### src/rtl/rf_wr_arb_pkg.sv
// Shared constants and the skid-buffer entry type for the register-file write-port arbiter.
package rf_wr_arb_pkg;

  localparam int RF_AW = 5;
  localparam int RF_DW = 32;
  localparam logic [RF_AW-1:0] RF_ZERO_ADDR = '0;

  typedef struct packed {
    logic [RF_AW-1:0] addr;
    logic [RF_DW-1:0] data;
  } rf_entry_t;

endpackage

### src/rtl/rf_wr_arb_if.sv
// Writeback request bus and register-file write port for rf_wr_arb.
// RF_WR_ARB_FWD_EN adds the read-port forwarding signals.
interface rf_wr_arb_if
  import rf_wr_arb_pkg::*;
#(
  parameter int NREQ = 3,
  parameter int AW   = RF_AW,
  parameter int DW   = RF_DW
);

  logic [NREQ-1:0]    req_valid;
  logic [NREQ*AW-1:0] req_addr;
  logic [NREQ*DW-1:0] req_data;
  logic [NREQ-1:0]    req_ready;
  logic               hold;
  logic               RFWr;
  logic [AW-1:0]      A3;
  logic [DW-1:0]      WD;
  logic [NREQ-1:0]    pend;

`ifdef RF_WR_ARB_FWD_EN
  logic [AW-1:0] A1;
  logic [AW-1:0] A2;
  logic [DW-1:0] RD1_rf;
  logic [DW-1:0] RD2_rf;
  logic [DW-1:0] RD1;
  logic [DW-1:0] RD2;

  modport slave (
    input  req_valid, req_addr, req_data, hold, A1, A2, RD1_rf, RD2_rf,
    output req_ready, RFWr, A3, WD, pend, RD1, RD2
  );
  modport master (
    output req_valid, req_addr, req_data, hold, A1, A2, RD1_rf, RD2_rf,
    input  req_ready, RFWr, A3, WD, pend, RD1, RD2
  );
`else
  modport slave (
    input  req_valid, req_addr, req_data, hold,
    output req_ready, RFWr, A3, WD, pend
  );
  modport master (
    output req_valid, req_addr, req_data, hold,
    input  req_ready, RFWr, A3, WD, pend
  );
`endif

endinterface

### src/rtl/rf_wr_arb_rr_arbiter.sv
// Combinational round-robin arbiter: one-hot grant searching upward from ptr_i.
module rr_arbiter #(
  parameter int NREQ = 3,
  parameter int PW   = (NREQ > 1) ? $clog2(NREQ) : 1
) (
  input  logic [NREQ-1:0] req_i,
  input  logic            en_i,
  input  logic [PW-1:0]   ptr_i,
  output logic [NREQ-1:0] gnt_o,
  output logic [PW-1:0]   ptr_nxt_o
);

  // NOTE: every output gets a default before the search so no latch is inferred.
  always_comb begin
    int   idx;
    logic found;
    gnt_o     = '0;
    ptr_nxt_o = ptr_i;
    found     = 1'b0;
    idx       = 0;
    for (int k = 0; k < NREQ; k++) begin
      idx = (int'(ptr_i) + k) % NREQ;
      if (en_i && !found && req_i[idx]) begin
        gnt_o[idx] = 1'b1;
        ptr_nxt_o  = PW'((idx + 1) % NREQ);
        found      = 1'b1;
      end
    end
  end

endmodule

### src/rtl/rf_wr_arb.sv
// Register-file write-port arbiter: per-requester one-entry skid buffers, round-robin grant,
// registered RFWr/A3/WD. Define RF_WR_ARB_FWD_EN to forward the registered write to read ports.
module rf_wr_arb
  import rf_wr_arb_pkg::*;
#(
  parameter int NREQ = 3,
  parameter int AW   = RF_AW,
  parameter int DW   = RF_DW
) (
  input  logic         clk,
  input  logic         rst,
  rf_wr_arb_if.slave   bus
);

  localparam int PW = (NREQ > 1) ? $clog2(NREQ) : 1;

  logic [NREQ-1:0] pend_q, pend_d;
  logic [NREQ-1:0] gnt;
  logic [NREQ-1:0] ready;
  logic [NREQ-1:0] load;
  logic [PW-1:0]   ptr_q, ptr_d;
  rf_entry_t       ent_q [NREQ];
  rf_entry_t       sel;
  logic            rfwr_q;
  logic [AW-1:0]   a3_q;
  logic [DW-1:0]   wd_q;

  rr_arbiter #(.NREQ(NREQ), .PW(PW)) u_arb (
    .req_i    (pend_q),
    .en_i     (~bus.hold),
    .ptr_i    (ptr_q),
    .gnt_o    (gnt),
    .ptr_nxt_o(ptr_d)
  );

  // A granted buffer drains at the same edge it refills; r0 writes complete without buffering.
  always_comb begin
    ready  = '0;
    load   = '0;
    pend_d = pend_q;
    sel    = '0;
    for (int i = 0; i < NREQ; i++) begin
      ready[i]  = ~pend_q[i] | gnt[i];
      load[i]   = bus.req_valid[i] & ready[i] &
                  (bus.req_addr[i*AW +: AW] != RF_ZERO_ADDR);
      pend_d[i] = load[i] | (pend_q[i] & ~gnt[i]);
      if (gnt[i]) sel = ent_q[i];
    end
  end

  // NOTE: clocked state uses non-blocking assignments; combinational blocks use blocking.
  always_ff @(posedge clk or negedge rst) begin
    if (!rst) begin
      pend_q <= '0;
      ptr_q  <= '0;
      rfwr_q <= 1'b0;
      a3_q   <= '0;
      wd_q   <= '0;
    end else begin
      pend_q <= pend_d;
      ptr_q  <= ptr_d;
      rfwr_q <= |gnt;
      if (|gnt) begin
        a3_q <= sel.addr;
        wd_q <= sel.data;
      end
    end
  end

  // NOTE: entry storage has no reset; it is only read while its pend bit is set.
  always_ff @(posedge clk) begin
    for (int i = 0; i < NREQ; i++) begin
      if (load[i]) begin
        ent_q[i] <= '{addr: bus.req_addr[i*AW +: AW], data: bus.req_data[i*DW +: DW]};
      end
    end
  end

  assign bus.req_ready = ready;
  assign bus.pend      = pend_q;
  assign bus.RFWr      = rfwr_q;
  assign bus.A3        = a3_q;
  assign bus.WD        = wd_q;

`ifdef RF_WR_ARB_FWD_EN
  assign bus.RD1 = (rfwr_q && (a3_q == bus.A1) && (bus.A1 != RF_ZERO_ADDR)) ? wd_q : bus.RD1_rf;
  assign bus.RD2 = (rfwr_q && (a3_q == bus.A2) && (bus.A2 != RF_ZERO_ADDR)) ? wd_q : bus.RD2_rf;
`endif

endmodule

### src/flat_wrapper.sv
// flat-port wrapper written by rule: the top's interface ports become plain ports
module rf_wr_arb_flat import rf_wr_arb_pkg::*;
#(
  parameter int NREQ = 3,
  parameter int AW   = RF_AW,
  parameter int DW   = RF_DW
)
  (clk, rst, bus_req_valid, bus_req_addr, bus_req_data, bus_hold, bus_req_ready, bus_RFWr, bus_A3, bus_WD, bus_pend);
  rf_wr_arb_if #(.NREQ(NREQ), .AW(AW), .DW(DW)) bus_i ();
  input  logic clk;
  input  logic rst;
  input wire logic [$bits(bus_i.req_valid)-1:0] bus_req_valid;
  input wire logic [$bits(bus_i.req_addr)-1:0] bus_req_addr;
  input wire logic [$bits(bus_i.req_data)-1:0] bus_req_data;
  input wire logic [$bits(bus_i.hold)-1:0] bus_hold;
  output wire logic [$bits(bus_i.req_ready)-1:0] bus_req_ready;
  output wire logic [$bits(bus_i.RFWr)-1:0] bus_RFWr;
  output wire logic [$bits(bus_i.A3)-1:0] bus_A3;
  output wire logic [$bits(bus_i.WD)-1:0] bus_WD;
  output wire logic [$bits(bus_i.pend)-1:0] bus_pend;
  assign bus_i.req_valid = bus_req_valid;
  assign bus_i.req_addr = bus_req_addr;
  assign bus_i.req_data = bus_req_data;
  assign bus_i.hold = bus_hold;
  assign bus_req_ready = bus_i.req_ready;
  assign bus_RFWr = bus_i.RFWr;
  assign bus_A3 = bus_i.A3;
  assign bus_WD = bus_i.WD;
  assign bus_pend = bus_i.pend;
  rf_wr_arb #(.NREQ(NREQ), .AW(AW), .DW(DW)) u_core (.clk(clk), .rst(rst), .bus(bus_i));
endmodule
### config.mk
export PLATFORM = sky130hd
export DESIGN_NAME = rf_wr_arb_flat
export DESIGN_NICKNAME = d
export VERILOG_FILES = /design/src/rtl/rf_wr_arb_pkg.sv /design/src/rtl/rf_wr_arb_if.sv /design/src/rtl/rf_wr_arb_rr_arbiter.sv /design/src/rtl/rf_wr_arb.sv /design/src/flat_wrapper.sv
export SDC_FILE = /design/constraint.sdc
export NUM_CORES = 1
export LEC_CHECK = 0
export CORE_AREA = 5 5 124 126
export CTS_BUF_LIST = sky130_fd_sc_hd__clkbuf_8
export CTS_CLUSTER_DIAMETER = 40
export DETAILED_ROUTE_END_ITERATION = 6
export DIE_AREA = 0 0 129 131
export PLACE_DENSITY = 0.85
export SYNTH_ARGS = -nofsm -noshare
export SYNTH_HDL_FRONTEND = slang
export SYNTH_SLANG_ARGS = --single-unit
### constraint.sdc
create_clock -name clk -period 8.1 [get_ports clk]
set_input_delay 0.81 -clock clk [delete_from_list [all_inputs] [get_ports clk]]
set_output_delay 0.81 -clock clk [all_outputs]
set_load 0.02 [all_outputs]
==> run_results.csv <==
group,metric,value,unit
die,fp.dieArea,0.01690,mm²
grt,overflow,0,
setup_path,critPathTopFamily,"simple AND/OR/NAND/NOR gates",
status,status,"finished, final reports clean",
cts,clockBufferDepth,2,
timing,fin_ws,0.4589,ns
detailed_routing,drt_pass1_iterations,5,
grt,grt_use_total,23.67,%
synth,synthTopCellsByArea,"edfxtp_1, dfrtp_1, nand2_1, o21ai_0, a21oi_1",
die,ios,161,
die,coreArea,0.01420,mm²
timing,finalCritPeriodShare,94.33,%
setup_path,cp.required,8.43,ns
die,num_rows,44,
cts,clock_tree.root_cell,"clkbuf_8",
power_and_ir_drop,internal_power,2567,µW
timing,hold_slack,0.4558,ns
setup_path,cpMaxStageDelayCell,"or4_1",
cts,htree_levels,4,
setup_path,critical_path_class,"reg -> reg",
power_and_ir_drop,power_frac_comb,60.5,%
cts,cts_tree,"yes",
power_and_ir_drop,seqPwrFrac,27.8,%
grt,first_global_vias,5829,
min_path,hp-class,"reg -> reg",
grt,grt_max_degree,75,
cells_and_area,antenna_cells,0,
setup_path,critPathMaxFanout,9,
setup_path,rrSetupSlack,0.46,ns
detailed_routing,drt_iter0_drc,456,
cells_and_area,design_area,0.009360,mm²
detailed_routing,vias,5635,
synth,synth_most_common_cell,"nand2_1",
cells_and_area,synthToLayoutAreaGrowth,31.43,%
setup_path,worstPathArrival,7.97,ns
timing,period_minus_slack,7.641,ns
cts,clkTransAtPathRegs,0.09,ns
synth,yosys.cell_types.count,71,
cts,cts.sinks,154,
synth,netlist_area,0.007122,mm²
power_and_ir_drop,p_sw_share,46.32,%
setup_path,cp-end-kind,"flip-flop",
timing,tightest_slew,1.057,ns
timing,fmax,130.9,MHz
cells_and_area,final_net_count,923,
synth,synth_largest_area_cell,"edfxtp_1",
placement,postPlaceCellArea,0.008901,mm²
synth,synth_top_area_share,46.80,%
placement,hpwlAfterDp,13.51,mm
timing,skew,0.01821,ns
timing,setup_tns,0,ns
placement,portBuffers,160,
power_and_ir_drop,p_clk_share,11.7,%
timing,final-setup-viol-count,0,
cts,numCtsBuffers,17,
detailed_routing,ant_nets,0,
synth,ys.flop_type,"edfxtp_1",
cts,worst_skew_pair.late_latency,0.46,ns
synth,syn-num-nets,764,
synth,synth_edf_count,111,
timing,hold_viol,0,
timing,slew_violations,0,
grt,antenna_found_initial,0,
synth,synthArstFlopShare,27.92,%
setup_path,worst_setup_path_start_kind,"flip-flop",
die,die_w,129,µm
timing,max_slew_margin,29.55,%
detailed_routing,drcViolationCount,0,
cells_and_area,layout-drive-gt1-share,10.09,%
power_and_ir_drop,netSwitchingPower,2215,µW
placement,globalplace.congestion,0.9296,
placement,dp_slack,0.06421,ns
power_and_ir_drop,power_density,510.9,mW/mm²
setup_path,critPathMaxStageDelay,0.56,ns
power_and_ir_drop,p_leak,0.003479,µW
synth,synth-seq-area-share,61.91,%
synth,netlist_instances,631,
synth,postSynthAreaPerCell,11.29,µm²
detailed_routing,vias_per_cell,5.709,
detailed_routing,wl_per_cell,19.51,µm
setup_path,path_buf_inv,5,
grt,grt_first_pass_wirelength,30.46,mm
synth,synth-seq-cells,154,
flow_run,max_cap_violations,0,
detailed_routing,wirelength,19.25,mm
die,die_h,131,µm
synth,synth.top_cells.by_count,"nand2_1, edfxtp_1, o21ai_0",
die,initial_core_util,50.14,%
placement,post-place-cells,953,
power_and_ir_drop,ir_worst_vdd,286.3,µV
synth,yosys_warnings,0,
cells_and_area,instances_no_fill,987,
-- power by group through the flow --
stage	registers (µW)	clock network [µW]	logic [µW]
after floorplan	1440	0	1840
after global placement	1330	0	2670
after detailed placement	1330	0	2790
after CTS	1320	572	2800
after global routing	1350	605	3190
final	1330	560	2890
-- layout by cell type (no fill, tap or decap), drive strengths merged, types with 3 or more instances in the layout --
cell type	n
clkdlybuf4s50	159
mux2	3
o31ai	5
o21a	3
a22o	3
a22oi	3
a211oi	5
ha	16
nand2	131
nor4	3
and3	7
o211ai	4
o22ai	3
nor2	17
inv	25
clkbuf	18
or4	5
buf	11
nor3	10
or2	4
clkinv	5
o21ai	72
edfxtp	111
mux2i	9
nand3b	3
a21oi	40
or3	4
dfrtp	43
nand3	28
xnor2	4
a221o	4
a21o	4
-- worst reg2reg max path, delay by kind of cell (launching register included) --
family	cells	cell delay (ns)
flops	1	0.44
buf+inv	5	0.65
simple gates	13	3.13
fa+ha+maj	5	1.48
compound gates	8	1.47
xor+xnor	2	0.36
-- cell families (layout without fill, tap and decap cells) --
| group | Yosys count | in the layout | share of synthesized area [%] |
|---|---|---|---|
| AOI/OAI and AO/OA | 167 | 167 | 14.97 |
| DFF | 154 | 154 | 61.91 |
| muxes | 12 | 12 | 1.792 |
| and+or+nand+nor | 227 | 227 | 14.76 |
| adders and majority gates | 16 | 16 | 2.811 |
| xor gates and xnor gates | 6 | 6 | 0.7379 |
| buffers and inverters | 49 | 221 | 3.022 |
-- metal layers --
| layer | vias to the layer above | wire (µm) | global-route usage, % |
|---|---|---|---|
| met5 | - | 0 | 0 |
| met4 | 0 | 521 | 9.018 |
| met3 | 41 | 1596 | 7.276 |
| met2 | 276 | 9579 | 39.73 |
| met1 | 2694 | 7556 | 28.92 |
| li1 | 2624 | - | - |
-- per-stage QoR --
| step | utilization, % | total power [µW] |
|---|---|---|
| finish | 65.90 | 4782 |
| global route | 65.90 | 5152 |
| CTS | 65.38 | 4699 |
| detailed placement | 62.67 | 4127 |
| global placement | 62.67 | 4001 |
| floorplan | - | 3277 |
-- path summary, 6_finish.rpt --
check                                              startpoint                             to  cells after the start
worst max-delay path              u_core.ptr_q[1]$_DFFE_PN0P_    u_core.ptr_q[1]$_DFFE_PN0P_                     33
worst min-delay path            u_core.ent_q[0][85]$_DFFE_PP_  u_core.bus.WD[11]$_DFFE_PN0P_                      2
max in group asynchronous                                 rst    u_core.ptr_q[1]$_DFFE_PN0P_                      1
worst min register to register  u_core.ent_q[0][85]$_DFFE_PP_  u_core.bus.WD[11]$_DFFE_PN0P_                      2
worst max register to register    u_core.ptr_q[1]$_DFFE_PN0P_    u_core.ptr_q[1]$_DFFE_PN0P_                     33
min in group asynchronous                                 rst  u_core.bus.WD[22]$_DFFE_PN0P_                      1
-- final cells by class --
cell class,instances,area (µm²)
clock inverter,14,137.6
sequential,154,4412
timing repair buffer,170,1672
fill,1047,4843
tap,184,230.2
clock buffer,18,247.7
inverter,19,71.32
multi-input combinational,428,2590
-- state kept, by name (all words and copies together) (netlist names) --
| signal | cells |
|---|---|
| u_core.bus.A3 | 5 |
| u_core.bus.WD | 32 |
| u_core.bus.RFWr | 1 |
| u_core.ent_q | 111 |
| u_core.ptr_q | 2 |
| u_core.bus.pend | 3 |
-- what timing repair did --
action,4_1_cts,5_1_grt
resized for setup,0,16
endpoints found under the setup margin,0,2
hold buffers,0,0
setup buffers,0,2
No activity file was read; power rests on OpenSTA's default activity.
